$ cat src/rtl/pipe_ctrl_pkg.sv
// Shared encodings for the pipeline hold/flush controller.
package pipe_ctrl_pkg;

    typedef enum logic [1:0] {
        CTRL_RUN     = 2'd0,
        CTRL_DRAIN   = 2'd1,
        CTRL_GRANT   = 2'd2,
        CTRL_RELEASE = 2'd3
    } ctrl_state_t;

    // addi x0, x0, 0
    localparam logic [31:0] INST_NOP = 32'h0000_0013;

endpackage

$ cat src/rtl/pipe_ctrl_if.sv
// Hazard/redirect/bus-request inputs and pipeline hold/flush controls of pipe_ctrl.
interface pipe_ctrl_if #(parameter int ADDR_W = 32);

    logic              jump_flag_i;
    logic [ADDR_W-1:0] jump_addr_i;
    logic              load_use_i;
    logic              muldiv_busy_i;
    logic              bus_req_i;
    logic              bus_gnt_o;
    logic              hold_pc_o;
    logic              hold_if_id_o;
    logic              hold_id_ex_o;
    logic              flush_if_id_o;
    logic              flush_id_ex_o;
    logic              jump_flag_o;
    logic [ADDR_W-1:0] jump_addr_o;

    modport master (
        output jump_flag_i, jump_addr_i, load_use_i, muldiv_busy_i, bus_req_i,
        input  bus_gnt_o, hold_pc_o, hold_if_id_o, hold_id_ex_o,
               flush_if_id_o, flush_id_ex_o, jump_flag_o, jump_addr_o
    );

    modport slave (
        input  jump_flag_i, jump_addr_i, load_use_i, muldiv_busy_i, bus_req_i,
        output bus_gnt_o, hold_pc_o, hold_if_id_o, hold_id_ex_o,
               flush_if_id_o, flush_id_ex_o, jump_flag_o, jump_addr_o
    );

endinterface

$ cat src/rtl/pipe_ctrl_bus_hold_timer.sv
// Watchdog limiting how long the external master may keep the bus.
module bus_hold_timer #(
    parameter int MAX_HOLD = 16
) (
    input  logic clk,
    input  logic rst,
    input  logic clr,
    input  logic en,
    output logic expired
);

    localparam int CNT_W = $clog2(MAX_HOLD);
    localparam logic [CNT_W-1:0] TC = CNT_W'(MAX_HOLD - 1);

    logic [CNT_W-1:0] r_cnt;

    always_ff @(posedge clk or posedge rst) begin
        if (rst) begin
            r_cnt <= '0;
        end else if (clr) begin
            r_cnt <= '0;
        end else if (en) begin
            r_cnt <= r_cnt + 1'b1;
        end
    end

    // Terminal count is reached on the MAX_HOLD-th grant cycle, so it never wraps.
    assign expired = en && (r_cnt == TC);

endmodule

$ cat src/rtl/pipe_ctrl.sv
// Per-cycle stall/flush/redirect decode for the five-stage core plus bus-ownership FSM.
//
//   state   | meaning
//   RUN     | normal operation, no bus request pending
//   DRAIN   | bus requested, waiting for mul/div to finish before freezing
//   GRANT   | pipeline frozen, external master owns the bus
//   RELEASE | one guaranteed cycle of core progress, bus_req_i ignored
module pipe_ctrl
    import pipe_ctrl_pkg::*;
#(
    parameter int ADDR_W       = 32,
    parameter int BUS_MAX_HOLD = 16
) (
    input  logic         clk,
    input  logic         rst,
    pipe_ctrl_if.slave   ctrl_if
);

    ctrl_state_t       r_state;
    ctrl_state_t       w_next;
    logic              r_gnt;
    logic              w_in_grant;
    logic              w_expired;
    logic              w_freeze;
    logic              w_hold_pc;
    logic              w_hold_if_id;
    logic              w_hold_id_ex;
    logic              w_flush_if_id;
    logic              w_flush_id_ex;
    logic              w_jump;
    logic [ADDR_W-1:0] w_jump_addr;

    assign w_in_grant = (r_state == CTRL_GRANT);

    bus_hold_timer #(.MAX_HOLD(BUS_MAX_HOLD)) u_bus_hold_timer (
        .clk     (clk),
        .rst     (rst),
        .clr     (!w_in_grant),
        .en      (w_in_grant),
        .expired (w_expired)
    );

    always_ff @(posedge clk or posedge rst) begin
        if (rst) begin
            r_state <= CTRL_RUN;
            r_gnt   <= 1'b0;
        end else begin
            r_state <= w_next;
            r_gnt   <= (w_next == CTRL_GRANT);
        end
    end

    always_comb begin
        w_next = r_state;
        case (r_state)
            CTRL_RUN: begin
                if (ctrl_if.bus_req_i) w_next = CTRL_DRAIN;
            end
            CTRL_DRAIN: begin
                if (!ctrl_if.bus_req_i)          w_next = CTRL_RUN;
                else if (!ctrl_if.muldiv_busy_i) w_next = CTRL_GRANT;
            end
            CTRL_GRANT: begin
                if (!ctrl_if.bus_req_i || w_expired) w_next = CTRL_RELEASE;
            end
            CTRL_RELEASE: w_next = CTRL_RUN;
            default:      w_next = CTRL_RUN;
        endcase
    end

    // The DRAIN->GRANT cycle already freezes like GRANT so a jump in EX is kept, not half-applied.
    assign w_freeze = w_in_grant ||
                      ((r_state == CTRL_DRAIN) && ctrl_if.bus_req_i && !ctrl_if.muldiv_busy_i);

    always_comb begin
        w_hold_pc     = 1'b0;
        w_hold_if_id  = 1'b0;
        w_hold_id_ex  = 1'b0;
        w_flush_if_id = 1'b0;
        w_flush_id_ex = 1'b0;
        w_jump        = 1'b0;
        if (rst) begin
            w_hold_pc     = 1'b1;
            w_flush_if_id = 1'b1;
            w_flush_id_ex = 1'b1;
        end else if (w_freeze || ctrl_if.muldiv_busy_i) begin
            w_hold_pc    = 1'b1;
            w_hold_if_id = 1'b1;
            w_hold_id_ex = 1'b1;
        end else if (ctrl_if.jump_flag_i) begin
            w_jump        = 1'b1;
            w_flush_if_id = 1'b1;
            w_flush_id_ex = 1'b1;
        end else if (ctrl_if.load_use_i) begin
            w_hold_pc     = 1'b1;
            w_hold_if_id  = 1'b1;
            w_flush_id_ex = 1'b1;
        end
    end

    assign w_jump_addr = w_jump ? ctrl_if.jump_addr_i : '0;

    assign ctrl_if.bus_gnt_o     = r_gnt;
    assign ctrl_if.hold_pc_o     = w_hold_pc;
    assign ctrl_if.hold_if_id_o  = w_hold_if_id;
    assign ctrl_if.hold_id_ex_o  = w_hold_id_ex;
    assign ctrl_if.flush_if_id_o = w_flush_if_id;
    assign ctrl_if.flush_id_ex_o = w_flush_id_ex;
    assign ctrl_if.jump_flag_o   = w_jump;
    assign ctrl_if.jump_addr_o   = w_jump_addr;

    a_no_jump_while_busy: assert property (@(posedge clk) disable iff (rst)
        !(ctrl_if.muldiv_busy_i && ctrl_if.jump_flag_i && !w_in_grant));

endmodule

$ cat src/flat_wrapper.sv
// flat-port wrapper written by rule: the top's interface ports become plain ports
module pipe_ctrl_flat import pipe_ctrl_pkg::*;
#(
    parameter int ADDR_W       = 32,
    parameter int BUS_MAX_HOLD = 16
)
  (clk, rst, ctrl_if_jump_flag_i, ctrl_if_jump_addr_i, ctrl_if_load_use_i, ctrl_if_muldiv_busy_i, ctrl_if_bus_req_i, ctrl_if_bus_gnt_o, ctrl_if_hold_pc_o, ctrl_if_hold_if_id_o, ctrl_if_hold_id_ex_o, ctrl_if_flush_if_id_o, ctrl_if_flush_id_ex_o, ctrl_if_jump_flag_o, ctrl_if_jump_addr_o);
  pipe_ctrl_if #(.ADDR_W(ADDR_W)) ctrl_if_i ();
  input  logic clk;
  input  logic rst;
  input wire logic [$bits(ctrl_if_i.jump_flag_i)-1:0] ctrl_if_jump_flag_i;
  input wire logic [$bits(ctrl_if_i.jump_addr_i)-1:0] ctrl_if_jump_addr_i;
  input wire logic [$bits(ctrl_if_i.load_use_i)-1:0] ctrl_if_load_use_i;
  input wire logic [$bits(ctrl_if_i.muldiv_busy_i)-1:0] ctrl_if_muldiv_busy_i;
  input wire logic [$bits(ctrl_if_i.bus_req_i)-1:0] ctrl_if_bus_req_i;
  output wire logic [$bits(ctrl_if_i.bus_gnt_o)-1:0] ctrl_if_bus_gnt_o;
  output wire logic [$bits(ctrl_if_i.hold_pc_o)-1:0] ctrl_if_hold_pc_o;
  output wire logic [$bits(ctrl_if_i.hold_if_id_o)-1:0] ctrl_if_hold_if_id_o;
  output wire logic [$bits(ctrl_if_i.hold_id_ex_o)-1:0] ctrl_if_hold_id_ex_o;
  output wire logic [$bits(ctrl_if_i.flush_if_id_o)-1:0] ctrl_if_flush_if_id_o;
  output wire logic [$bits(ctrl_if_i.flush_id_ex_o)-1:0] ctrl_if_flush_id_ex_o;
  output wire logic [$bits(ctrl_if_i.jump_flag_o)-1:0] ctrl_if_jump_flag_o;
  output wire logic [$bits(ctrl_if_i.jump_addr_o)-1:0] ctrl_if_jump_addr_o;
  assign ctrl_if_i.jump_flag_i = ctrl_if_jump_flag_i;
  assign ctrl_if_i.jump_addr_i = ctrl_if_jump_addr_i;
  assign ctrl_if_i.load_use_i = ctrl_if_load_use_i;
  assign ctrl_if_i.muldiv_busy_i = ctrl_if_muldiv_busy_i;
  assign ctrl_if_i.bus_req_i = ctrl_if_bus_req_i;
  assign ctrl_if_bus_gnt_o = ctrl_if_i.bus_gnt_o;
  assign ctrl_if_hold_pc_o = ctrl_if_i.hold_pc_o;
  assign ctrl_if_hold_if_id_o = ctrl_if_i.hold_if_id_o;
  assign ctrl_if_hold_id_ex_o = ctrl_if_i.hold_id_ex_o;
  assign ctrl_if_flush_if_id_o = ctrl_if_i.flush_if_id_o;
  assign ctrl_if_flush_id_ex_o = ctrl_if_i.flush_id_ex_o;
  assign ctrl_if_jump_flag_o = ctrl_if_i.jump_flag_o;
  assign ctrl_if_jump_addr_o = ctrl_if_i.jump_addr_o;
  pipe_ctrl #(.ADDR_W(ADDR_W), .BUS_MAX_HOLD(BUS_MAX_HOLD)) u_core (.clk(clk), .rst(rst), .ctrl_if(ctrl_if_i));
endmodule
$ cat config.mk
export PLATFORM = sky130hd
export DESIGN_NAME = pipe_ctrl_flat
export DESIGN_NICKNAME = d
export VERILOG_FILES = /design/src/rtl/pipe_ctrl_pkg.sv /design/src/rtl/pipe_ctrl_if.sv /design/src/rtl/pipe_ctrl_bus_hold_timer.sv /design/src/rtl/pipe_ctrl.sv /design/src/flat_wrapper.sv
export SDC_FILE = /design/constraint.sdc
export NUM_CORES = 1
export LEC_CHECK = 0
export ABC_AREA = 1
export ABC_CLOCK_PERIOD_IN_PS = 1600
export BUFFER_PORTS_ARGS = -buffer_cell sky130_fd_sc_hd__buf_4
export CAP_MARGIN = 20
export CORE_ASPECT_RATIO = 1.25
export CORE_MARGIN = 4
export CORE_UTILIZATION = 29
export CTS_BUF_LIST = sky130_fd_sc_hd__clkbuf_8
export DETAILED_ROUTE_END_ITERATION = 6
export GPL_TIMING_DRIVEN = 0
export HOLD_SLACK_MARGIN = 0.15
export SKIP_CTS_REPAIR_TIMING = 1
export SLEW_MARGIN = 20
export SYNTH_ARGS = -nofsm -noshare
export SYNTH_HDL_FRONTEND = slang
export SYNTH_HIERARCHICAL = 1
export SYNTH_SLANG_ARGS = --single-unit
$ cat constraint.sdc
create_clock -name clk -period 1.6 [get_ports clk]
set_clock_uncertainty 0.2 [all_clocks]
set_input_delay 0.32 -clock clk [delete_from_list [all_inputs] [get_ports clk]]
set_output_delay 0.32 -clock clk [all_outputs]
set_load 0.02 [all_outputs]
==> results.cfg <==
[detailed_routing]
drt_wl_total_mm = 3.07
wl_met2_mm = 1.68
detail_route.wl_per_cell_um = 12.1
m1WireLength_mm = 1.14
route.detailed.drc = 0
vias = 1092
viasPerCell = 4.32
first_pass_iters = 4
drtAntennaViolNets = 0
route.met3.wl_um = 230
top_layer = met4
drtIter0Drc = 28

[worst_setup_path]
path_class = register to primary output
cp-end-kind = primary output
critPathMaxFanout = 10
cp.arrival_ns = 1.51
start_kind = register
required_ns = 1.08

[yosys]
synth.most_common_cell = inv_1
ys.flop_type = dfrtp_1
synth_common_cells = inv_1, nor3_2, nor2_1
syn_inst = 129
ys_types = 21
ys_seq_area_frac = 0.191
ys_ff_latch = 7
synth-async-reset-ratio = 1.00
yosys.area.top_type = nor3_2
synth_area_leaders = nor3_2, dfrtp_1, inv_1
synth_edf_count = 0
synth_top_area_share = 0.273
syn_nets = 168
yosys_warnings = 6
avgSynthCellArea_um2 = 7.11
syn_area_um2 = 917

[power_and_ir_drop]
leakagePower_nw = 1.01
pwr_density_cell_nw_per_um2 = 768
p_total_mw = 1.40
ir_drop_uv = 872

[placed_design]
routabilityCongestion = 0.781
io_buffers = 76
hpwl_mm = 2.61
dpl-instance-area_um2 = 1680

[sta]
fmax_mhz = 493
rsz0062_at_grt = true
fin_crit_ns = 2.03
setup_tns_ns = -13.73
drv_slew = 0
hold_viol_final = 0
setup_viol = 38
finalCritPeriodShare = 1.27
max-slew-margin-rel = 0.704
setup_ws_ns = -0.429
tightest_slew_ns = 0.445

[clocking]
clk_latency_ns = 0.22
clock_sinks = 7
htree_levels = 1
cts_tree = done
clk_pin_slew_worst_paths_ns = 0.04
clk_path_buf_depth = 2
cts_made_buffers = 3
cts_root_buffer = clkbuf_8

[global_route]
overflow = 0
grt_max_degree = 11
grt_antenna_before_repair = 0
grt_usage = 0.146
first_global_vias = 1076
grt_pass1_wl_mm = 4.87

[run_status]
violations = negative setup slack
status = finished with violations

[layout]
antenna_cells = 0
seq_area_um2 = 175
area_growth_pct = 98.6
multi_input_area_um2 = 687
layout-drive-gt1-share = 0.608
n_fill_cell = 281
fin_area_um2 = 1820
nets = 257

[floorplan]
die_y_um = 70.9
core_area_um2 = 3000
die_area_um2 = 4130
rows = 22
initial_core_util = 0.306
die_w_um = 58.3
num_io_pins = 77

[worst_hold_path]
hp-class = input port to register

[run]
cap_violations = 0
flip-flops by register name, indices dropped and copies added (netlist names):
name,count
u_core/u_bus_hold_timer/r_cnt,4
u_core/ctrl_if.bus_gnt_o,1
u_core/r_state,2
final timing paths:
check | startpoint | end | slack (ns) | cells past startpoint
min in group asynchronous | rst | u_core/u_bus_hold_timer/r_cnt[3] | 0.34 | 3
hold / removal | ctrl_if_muldiv_busy_i | u_core/r_state[1] | 0.16 | 2
max in group asynchronous | rst | u_core/r_state[1] | 0.38 | 4
setup / recovery | u_core/r_state[1] | ctrl_if_jump_addr_o[11] | -0.43 | 6
hold reg to reg | u_core/u_bus_hold_timer/r_cnt[3] | u_core/u_bus_hold_timer/r_cnt[3] | 0.34 | 3
setup reg to reg | u_core/r_state[0] | u_core/ctrl_if.bus_gnt_o | 0 | 11
routing by layer:
metal  vias up  track usage
met5         -            0
met4         0       0.0309
met3         2       0.0292
met2        42        0.276
met1       482        0.165
li1        566            -
cells in the final DEF, fill, tap and decap left out, types with 2 or more instances in the layout:
cell,synthesis,routed
o21ai_1,0,2
nand3_2,1,2
nor3_1,4,2
clkbuf_8,0,3
a21oi_1,2,2
nor3_2,25,6
buf_4,0,82
nand3_1,5,3
buf_2,3,2
o21ai_0,4,2
dfrtp_1,7,7
nor2_1,10,9
nand2_1,9,9
inv_1,43,43
buf_6,3,3
nor3_4,3,24
inv_2,2,2
dlygate4sd3_1,0,2
nor2_2,1,2
stage by stage:
step                hold slack, ns  std cells  utilization  worst slack, ns
floorplan                   -0.114        129            -          -0.0837
finish                       0.160        253        0.607           -0.429
detailed placement          0.0279        241        0.558           -0.327
global placement            0.0276        241        0.558           -0.311
global route                 0.176        253        0.607           -0.502
CTS                         -0.207        245        0.573           -0.432
power breakdown:
| part | internal, mW | total (mW) | switching [mW] |
|---|---|---|---|
| sequential | 0.217 | 0.260 | 0.0428 |
| combinational | 0.385 | 0.907 | 0.522 |
| clock | 0.165 | 0.232 | 0.0668 |
logic make-up (layout without fill, tap and decap cells):
kind of cell	Yosys count	count (layout)	synth area share
AND/OR/NAND/NOR	63	63	0.521
buffers and inverters	52	140	0.241
flip-flops	7	7	0.191
AO/OA/AOI/OAI	6	6	0.0327
adder cells (fa/ha/maj)	1	1	0.0136
area by class of cell:
class / instances / share of cell area
plain buffers: 7 / 0.0323
clock inverters: 1 / 0.00206
clock buffers: 3 / 0.0227
inverters: 45 / 0.0941
well taps: 36 / 0.0247
repair buffers: 84 / 0.351
flip-flops and latches: 7 / 0.0962
multi-input cells: 70 / 0.377
critical path: stages, from the launching register on:
cell,delay (ns)
dfrtp_1,0.41
inv_2,0.08
nand3_4,0.08
nand4_4,0.18
buf_8,0.22
nor3_4,0.15
buf_4,0.16
Power figures use the tool's default switching activity.
